**src/rtl/timer_ctrl_pkg.sv**
```systemverilog
// timer_ctrl_pkg: shared state encoding and widths for the timer controller
package timer_ctrl_pkg;
    typedef enum logic [1:0] {IDLE, ARM, RUN, DONE} timer_state_t;
    localparam int TC_W = 8;
endpackage

```
**src/rtl/timer_prescaler.sv**
```systemverilog
// timer_prescaler: divides the clock by presc_q+1 while the timer runs
module timer_prescaler #(
    parameter int PW = 8
) (
    input  logic          clk,
    input  logic          reset,
    input  logic          clear,
    input  logic          run,
    input  logic [PW-1:0] presc_q,
    output logic          tick
);
    logic [PW-1:0] cnt;

    assign tick = (cnt == presc_q);

    // free-running divider, restarted from zero whenever the timer arms
    always_ff @(posedge clk or posedge reset)
        if (reset)
            cnt <= '0;
        else if (clear)
            cnt <= '0;
        else if (run)
            cnt <= tick ? '0 : cnt + PW'(1);
endmodule

```
**src/rtl/timer_ctrl.sv**
```systemverilog
// timer_ctrl: one-shot/periodic timer sequencing an external loadable counter (option: TIMER_CTRL_TC_COUNT_EN adds tc_cnt)
module timer_ctrl
    import timer_ctrl_pkg::*;
#(
    parameter int N  = 4,
    parameter int PW = 8
) (
    input  logic          clk,
    input  logic          reset,
    input  logic          start,
    input  logic          stop,
    input  logic          periodic,
    input  logic [N-1:0]  period,
    input  logic [PW-1:0] presc,
    input  logic [N-1:0]  count,
    output logic          en,
    output logic          load,
    output logic [N-1:0]  load_data,
    output logic          tc_pulse,
    output logic          busy,
`ifdef TIMER_CTRL_TC_COUNT_EN
    output logic          done,
    output logic [TC_W-1:0] tc_cnt
`else
    output logic          done
`endif
);
    timer_state_t  state, state_n;
    logic [N-1:0]  period_q;
    logic [PW-1:0] presc_q;
    logic          mode_q;
    logic          tick, hit, go;

    assign go        = start & ~stop;
    assign load_data = '0;

    timer_prescaler #(.PW(PW)) u_presc (
        .clk     (clk),
        .reset   (reset),
        .clear   (state == ARM),
        .run     (state == RUN),
        .presc_q (presc_q),
        .tick    (tick)
    );

    // state register plus command-time latches and the delayed terminal-count pulse
    always_ff @(posedge clk or posedge reset)
        if (reset) begin
            state    <= IDLE;
            period_q <= '0;
            presc_q  <= '0;
            mode_q   <= 1'b0;
            tc_pulse <= 1'b0;
        end else begin
            state    <= state_n;
            tc_pulse <= hit;
            if (go) begin
                period_q <= period;
                presc_q  <= presc;
                mode_q   <= periodic;
            end
        end

    // next state and counter controls; a one-shot hit withholds en so count parks at period_q
    always_comb begin
        hit     = (state == RUN) && tick && (count == period_q);
        en      = (state == ARM) || ((state == RUN) && tick && !(hit && !mode_q));
        load    = (state == ARM) || (hit && mode_q);
        busy    = (state == ARM) || (state == RUN);
        done    = (state == DONE);
        state_n = stop ? IDLE :
                  go ? ARM :
                  (state == ARM) ? RUN :
                  (hit && !mode_q) ? DONE : state;
    end

`ifdef TIMER_CTRL_TC_COUNT_EN
    // saturating hit counter, restarted on every arm
    always_ff @(posedge clk or posedge reset)
        if (reset)
            tc_cnt <= '0;
        else if (state_n == ARM)
            tc_cnt <= '0;
        else if (hit && tc_cnt != '1)
            tc_cnt <= tc_cnt + TC_W'(1);
`endif
endmodule
```
**config.mk**
```make
export PLATFORM = sky130hd
export DESIGN_NAME = timer_ctrl
export DESIGN_NICKNAME = d
export VERILOG_FILES = /design/src/rtl/timer_ctrl_pkg.sv /design/src/rtl/timer_prescaler.sv /design/src/rtl/timer_ctrl.sv
export SDC_FILE = /design/constraint.sdc
export NUM_CORES = 1
export LEC_CHECK = 0
export BUFFER_PORTS_ARGS = -buffer_cell sky130_fd_sc_hd__buf_2
export CORE_MARGIN = 10
export CORE_UTILIZATION = 56
export CTS_BUF_LIST = sky130_fd_sc_hd__clkbuf_16
export DETAILED_ROUTE_END_ITERATION = 10
export PLACE_DENSITY = 0.94
export SYNTH_ARGS = -nofsm -noshare
export SYNTH_HDL_FRONTEND = slang
export SYNTH_SLANG_ARGS = --single-unit
```
**constraint.sdc**
```tcl
create_clock -name clk -period 2.3 [get_ports clk]
set_input_delay 0.115 -clock clk [delete_from_list [all_inputs] [get_ports clk]]
set_output_delay 0.115 -clock clk [all_outputs]
set_load 0.01 [all_outputs]
```
=== Word-level counts from Yosys, hierarchy flattened ===
Index checks and enable logic that the tools add are counted.

* Register bits: 24
* RAM bits: 0
* Input bits: 21
* Word-level logic and storage cells: 33
* Bits in latches: 0
* Memories: 0
* Bits in read-only memories: 0
* Output and inout port bits: 9

* Shift-type cells: 0
* Bitwise logic cells: 2
* Order comparisons: 0
* $add $sub $neg: 1
* Multiplexer cells: 7
* Equality and inequality tests: 5
* Multipliers: 0
* Reduce and logical (&&, ||, !) cells: 12
* Divide/modulo/power cells: 0

{| class="wikitable"
|+ Operators with widths
! kind !! number
|-
| 2-to-1 mux 8 bit || 3
|-
| adder 8 x 1 -> 8 bit (second input constant) || 1
|-
| == test 8 bit || 1
|-
| 2-to-1 mux 2 bit || 4
|-
| logical AND 1 bit || 5
|-
| == test 2 bit (second input constant) || 2
|-
| == test 4 bit || 1
|-
| nonzero test 4 bit || 1
|-
| logical OR 1 bit || 3
|-
| == test 2 x 1 -> 1 bit (second input constant) || 1
|-
| logical NOT 1 bit || 2
|-
| nonzero test 2 bit || 1
|-
| AND 1 bit || 1
|-
| NOT 1 bit || 1
|}

=== Logic depth before layout (Yosys ltp) ===
* Depth in word-level cells: 8
* Mapped depth: 7
* Gate-level depth less buffers: 6

=== Modules after synthesis ===
From an unflattened synthesis, not the netlist that was laid out.

* Cell total of the unflattened synthesis: 108
* Area total of the unflattened synthesis: 1293.7 um2

{| class="wikitable"
|+ Modules (own cells, without submodules)
! module !! instances !! cells each !! area each (um2) !! sequential area each (um2)
|-
| timer_ctrl || 1 || 57 || 752.0 || 400.4
|-
| timer_prescaler || 1 || 51 || 541.8 || 200.2
|}

=== Worst setup path after synthesis ===
No wires, ideal clock.

* Kind: reg2reg
* From: register state[0]
* To: register u_presc.cnt[7]
* Cell stages (with the launch flop): 8
* Arrival: 1349 ps
* Path buffers: 1
* Path slack: 831 ps
* Library setup time: 120 ps
* Period minus slack after synthesis: 1469 ps
* Required time: 2180 ps
* Cells stage by stage: dfrtp_1 inv_1 ha_1 clkbuf_1 nor2_1 nand4_1 xor2_1 nor2_1

* Longest elaborated chain between the ends: 2
* Elaborated cells on any way between the ends: 4
* Those cells by class: eq/ne: 2; mux: 1; reduce/logical: 1

{| class="wikitable"
|+ Ends and longest elaborated chain
! element !! RTL line !! RTL
|-
| start: declaration || timer_ctrl.sv:28 || <nowiki>timer_state_t state, state_n;</nowiki>
|-
| start signal: assignment || timer_ctrl.sv:55 || <nowiki>state <= state_n;</nowiki>
|-
| == test 2 x 1 -> 1 bit or == test 2 bit (tied branches) || timer_ctrl.sv:40, timer_ctrl.sv:41 ||
|-
| 2-to-1 mux 8 bit or nonzero test 2 bit (tied branches) || n/a ||
|-
| end signal: assignment || timer_prescaler.sv:23 || <nowiki>cnt <= tick ? '0 : cnt + PW'(1);</nowiki>
|-
| end: declaration || timer_prescaler.sv:12 || <nowiki>logic [PW-1:0] cnt;</nowiki>
|}

Several ways; a longest one is shown, not always the timed one.
A chain may end at the register's enable or synchronous reset.

=== Worst setup path in the final report ===
* From: register u_presc.cnt[0]
* To: output load

* Longest elaborated chain between the ends: 5

{| class="wikitable"
|+ Ends and longest elaborated chain
! element !! RTL line !! RTL
|-
| == test 8 bit || timer_prescaler.sv:14 || <nowiki>assign tick = (cnt == presc_q);</nowiki>
|-
| logical AND 1 bit (2 in series) || timer_ctrl.sv:66 || <nowiki>hit = (state == RUN) && tick && (count == period_q);</nowiki>
|-
| net hit || timer_ctrl.sv:32 || <nowiki>logic tick, hit, go;</nowiki>
|-
| logical AND 1 bit || timer_ctrl.sv:68 || <nowiki>load = (state == ARM) || (hit && mode_q);</nowiki>
|-
| logical OR 1 bit || timer_ctrl.sv:68 ||
|-
| end: declaration || timer_ctrl.sv:17 || <nowiki>output logic load,</nowiki>
|}

The timed path passes the listed nets, and every way through them passes these cells.

==> flow_metrics.py <==
metrics = {
    "setup_path": {
        "critPathKind": "reg -> out",
        "rr_endpoint": "u_presc.cnt[3]",
        "start_kind": "flop",
        "worst-path-max-fanout": 7,
        "critPathArrivalTime_ps": 1770,
        "cp-startpoint": "u_presc.cnt[0]",
        "reg2regPathDepth": 5,
        "worstSetupEndpointType": "primary output",
        "reg2reg_slack_ps": 650,
        "crit_required_ps": 2180,
        "r2r_start": "u_presc.cnt[0]",
        "crit_path_end": "load",
    },
    "layout": {
        "register_area_um2": 601,
        "antenna_cells": 0,
        "multiInputGateArea_um2": 619,
        "area_growth_pct": 15.9,
        "final_cell_area_um2": 1490,
        "drive_above_1_share": 0.324,
        "fin_nets": 168,
        "nFillCells": 155,
    },
    "logic_synthesis": {
        "synthesis.area_um2": 1280,
        "synth_top_cell_area_share": 0.467,
        "synth_edf_count": 0,
        "ys_ff_latch": 24,
        "synth_top_area_cell": "dfrtp_1",
        "yosys_warnings": 0,
        "synth_commonest_cells": "dfrtp_1 (24), mux2_2 (13), xnor2_1 (8)",
        "ys_top_cells_by_area": "dfrtp_1 (47%), mux2_2 (11%), xnor2_1 (5.5%), xor2_1 (4.1%), ha_1 (3.9%)",
        "ys.flop_type": "dfrtp_1",
        "avgSynthCellArea_um2": 11.0,
        "synthDistinctLibCells": 32,
        "synthMostInstantiatedCell": "dfrtp_1",
        "yosysSeqAreaShare": 0.467,
        "synthCells": 117,
        "synthArstFlopShare": 1.00,
    },
    "placed_design": {
        "io_buffers": 25,
        "place_area_um2": 1410,
        "gp_congestion": 0.833,
        "dp_hpwl_mm": 2.10,
    },
    "sta": {
        "period_share": 0.822,
        "slew_violations": 0,
        "fin_skew_ps": 2.16,
        "setup_viol": 0,
        "clock.fmax_mhz": 529,
        "max_slew_margin": 0.394,
        "tightestPinTransition_ps": 908,
        "rsz0062_at_grt": "false",
        "tns_ps": 0,
        "final_hold_viol_count": 0,
        "period_needed_ps": 1890,
    },
    "global_routing": {
        "grt_overflow_total": 0,
        "grt_pass1_vias": 958,
        "grt_pass1_wl_mm": 4.68,
        "antenna_found_initial": 0,
        "grt_max_degree": 25,
        "grtUsageTotal": 0.133,
    },
    "routing": {
        "drt_drc_violations_left": 0,
        "vias": 947,
        "drtIter0Drc": 36,
        "ant_nets": 0,
        "vias_per_cell": 5.57,
        "avgRoutedWirePerCell_um": 16.4,
        "drt-total-wl_mm": 2.79,
        "dr.pass1.iters": 4,
    },
    "pwr": {
        "power.static_leakage_nw": 0.699,
        "vdd_drop_max_mv": 0.635,
        "switching_share": 0.301,
        "p_clk_frac": 0.299,
        "p_seq_frac": 0.480,
        "power.density_nw_per_um2": 836,
        "combPwrFrac": 0.221,
        "power.switching_uw": 375,
        "internal_power_uw": 870,
    },
    "min_path": {
        "holdPathStages": 2,
        "min_path_type": "in -> reg",
    },
    "die": {
        "core_um2": 2190,
        "io_pins": 30,
        "num_rows": 17,
        "start_util": 0.587,
        "dieArea_um2": 4610,
        "fp.dieW_um": 67.9,
        "die_h_um": 67.9,
    },
    "clock_tree": {
        "postCtsResizedCells": 0,
        "post_cts_buffers": 0,
        "htreeDepth": 1,
        "cts_root_buffer": "clkbuf_16",
        "cts_num_sinks": 24,
        "clkSlewWorstSetupHoldPaths_ps": 60,
        "cts_buffers": 3,
        "cts.path.max_buffers": 2,
        "clkLatencyLatePin_ps": 260,
        "cts_hold_buf": 0,
        "cts_tree": "yes",
    },
    "flow_run": {
        "drv_cap": 0,
    },
    "status": {
        "status": "complete, no violations",
    },
}
[stage by stage]
| step | hold WS (ps) | power (mW) | utilization | instances | worst slack, ps |
|---|---|---|---|---|---|
| 6_report | 20.1 | 1.25 | 0.680 | 170 | 411 |
| 5_1_grt | 17.7 | 1.32 | 0.680 | 170 | 284 |
| 4_1_cts | 18.6 | 1.25 | 0.680 | 170 | 413 |
| 3_5_place_dp | 287 | 0.872 | 0.644 | 166 | 685 |
| 3_3_place_gp | 287 | 0.847 | 0.644 | 166 | 686 |
| 2_1_floorplan | 130 | 0.793 | - | 120 | 831 |
[state kept, by name, summed over array words and instances (netlist names)]
name / cells
presc_q: 8
mode_q: 1
u_presc.cnt: 8
period_q: 4
state: 2
tc_pulse: 1
[cell type report]
cell class	count	share of cell area
Inverter	6	0.0151
Tap cell	28	0.0235
Multi-Input combinational cell	82	0.416
Clock inverter	1	0.00252
Clock buffer	3	0.0504
Sequential cell	24	0.403
Timing Repair Buffer	26	0.0891
[critical path: stages (launching register included)]
cell	delay, ps
dfrtp_1	470
xnor2_1	190
nand4_1	150
nor2_1	250
and3_1	220
a21o_1	110
buf_2	120
[cells by family (layout without fill, tap and decap cells)]
group                      after synthesis  after routing  share of synthesized area
and+or+nand+nor                         33             33                      0.137
DFF                                     24             24                      0.467
AOI/OAI and AO/OA                       14             14                     0.0847
xor gates and xnor gates                14             14                     0.0954
buffers and inverters                   14             36                     0.0594
muxes                                   13             13                      0.114
adders and majority gates                4              4                     0.0389
other                                    1              4                    0.00292
[power groups by stage]
stage	Sequential (mW)	Clock, mW	Combinational [mW]
after floorplan	0.571	0	0.222
after CTS	0.593	0.377	0.276
after detailed placement	0.600	0	0.272
after global placement	0.590	0	0.258
final	0.598	0.372	0.275
after global routing	0.606	0.410	0.308
[worst min-delay path by stage]
| stage | start | to | slack, ps |
|---|---|---|---|
| after floorplan | reset | mode_q | 130 |
| after global placement | start | state[1] | 290 |
| after detailed placement | start | state[1] | 290 |
| after CTS | start | state[1] | 20 |
| after global routing | start | state[1] | 20 |
| final | start | state[1] | 20 |
[layer usage]
metal,vias to the layer above,share of wire,global-route usage
li1,448,-,-
met1,463,0.39,0.157
met4,0,0.014,0.0528
met2,30,0.55,0.234
met5,-,0,0
met3,6,0.043,0.0212
[cell usage in the layout (no fill, tap or decap), types with 2 or more instances in the layout]
master,count
nor2_1,7
nor3_1,3
a21o_1,3
inv_1,6
xnor2_1,8
xor2_1,6
and3_1,2
mux2_2,13
buf_2,25
a22o_1,2
a21oi_1,2
nand4_1,5
nand3_1,4
dfrtp_1,24
nand2_1,7
conb_1,4
clkbuf_16,3
ha_1,4
Note: power is estimated with default switching activity, not from simulation.
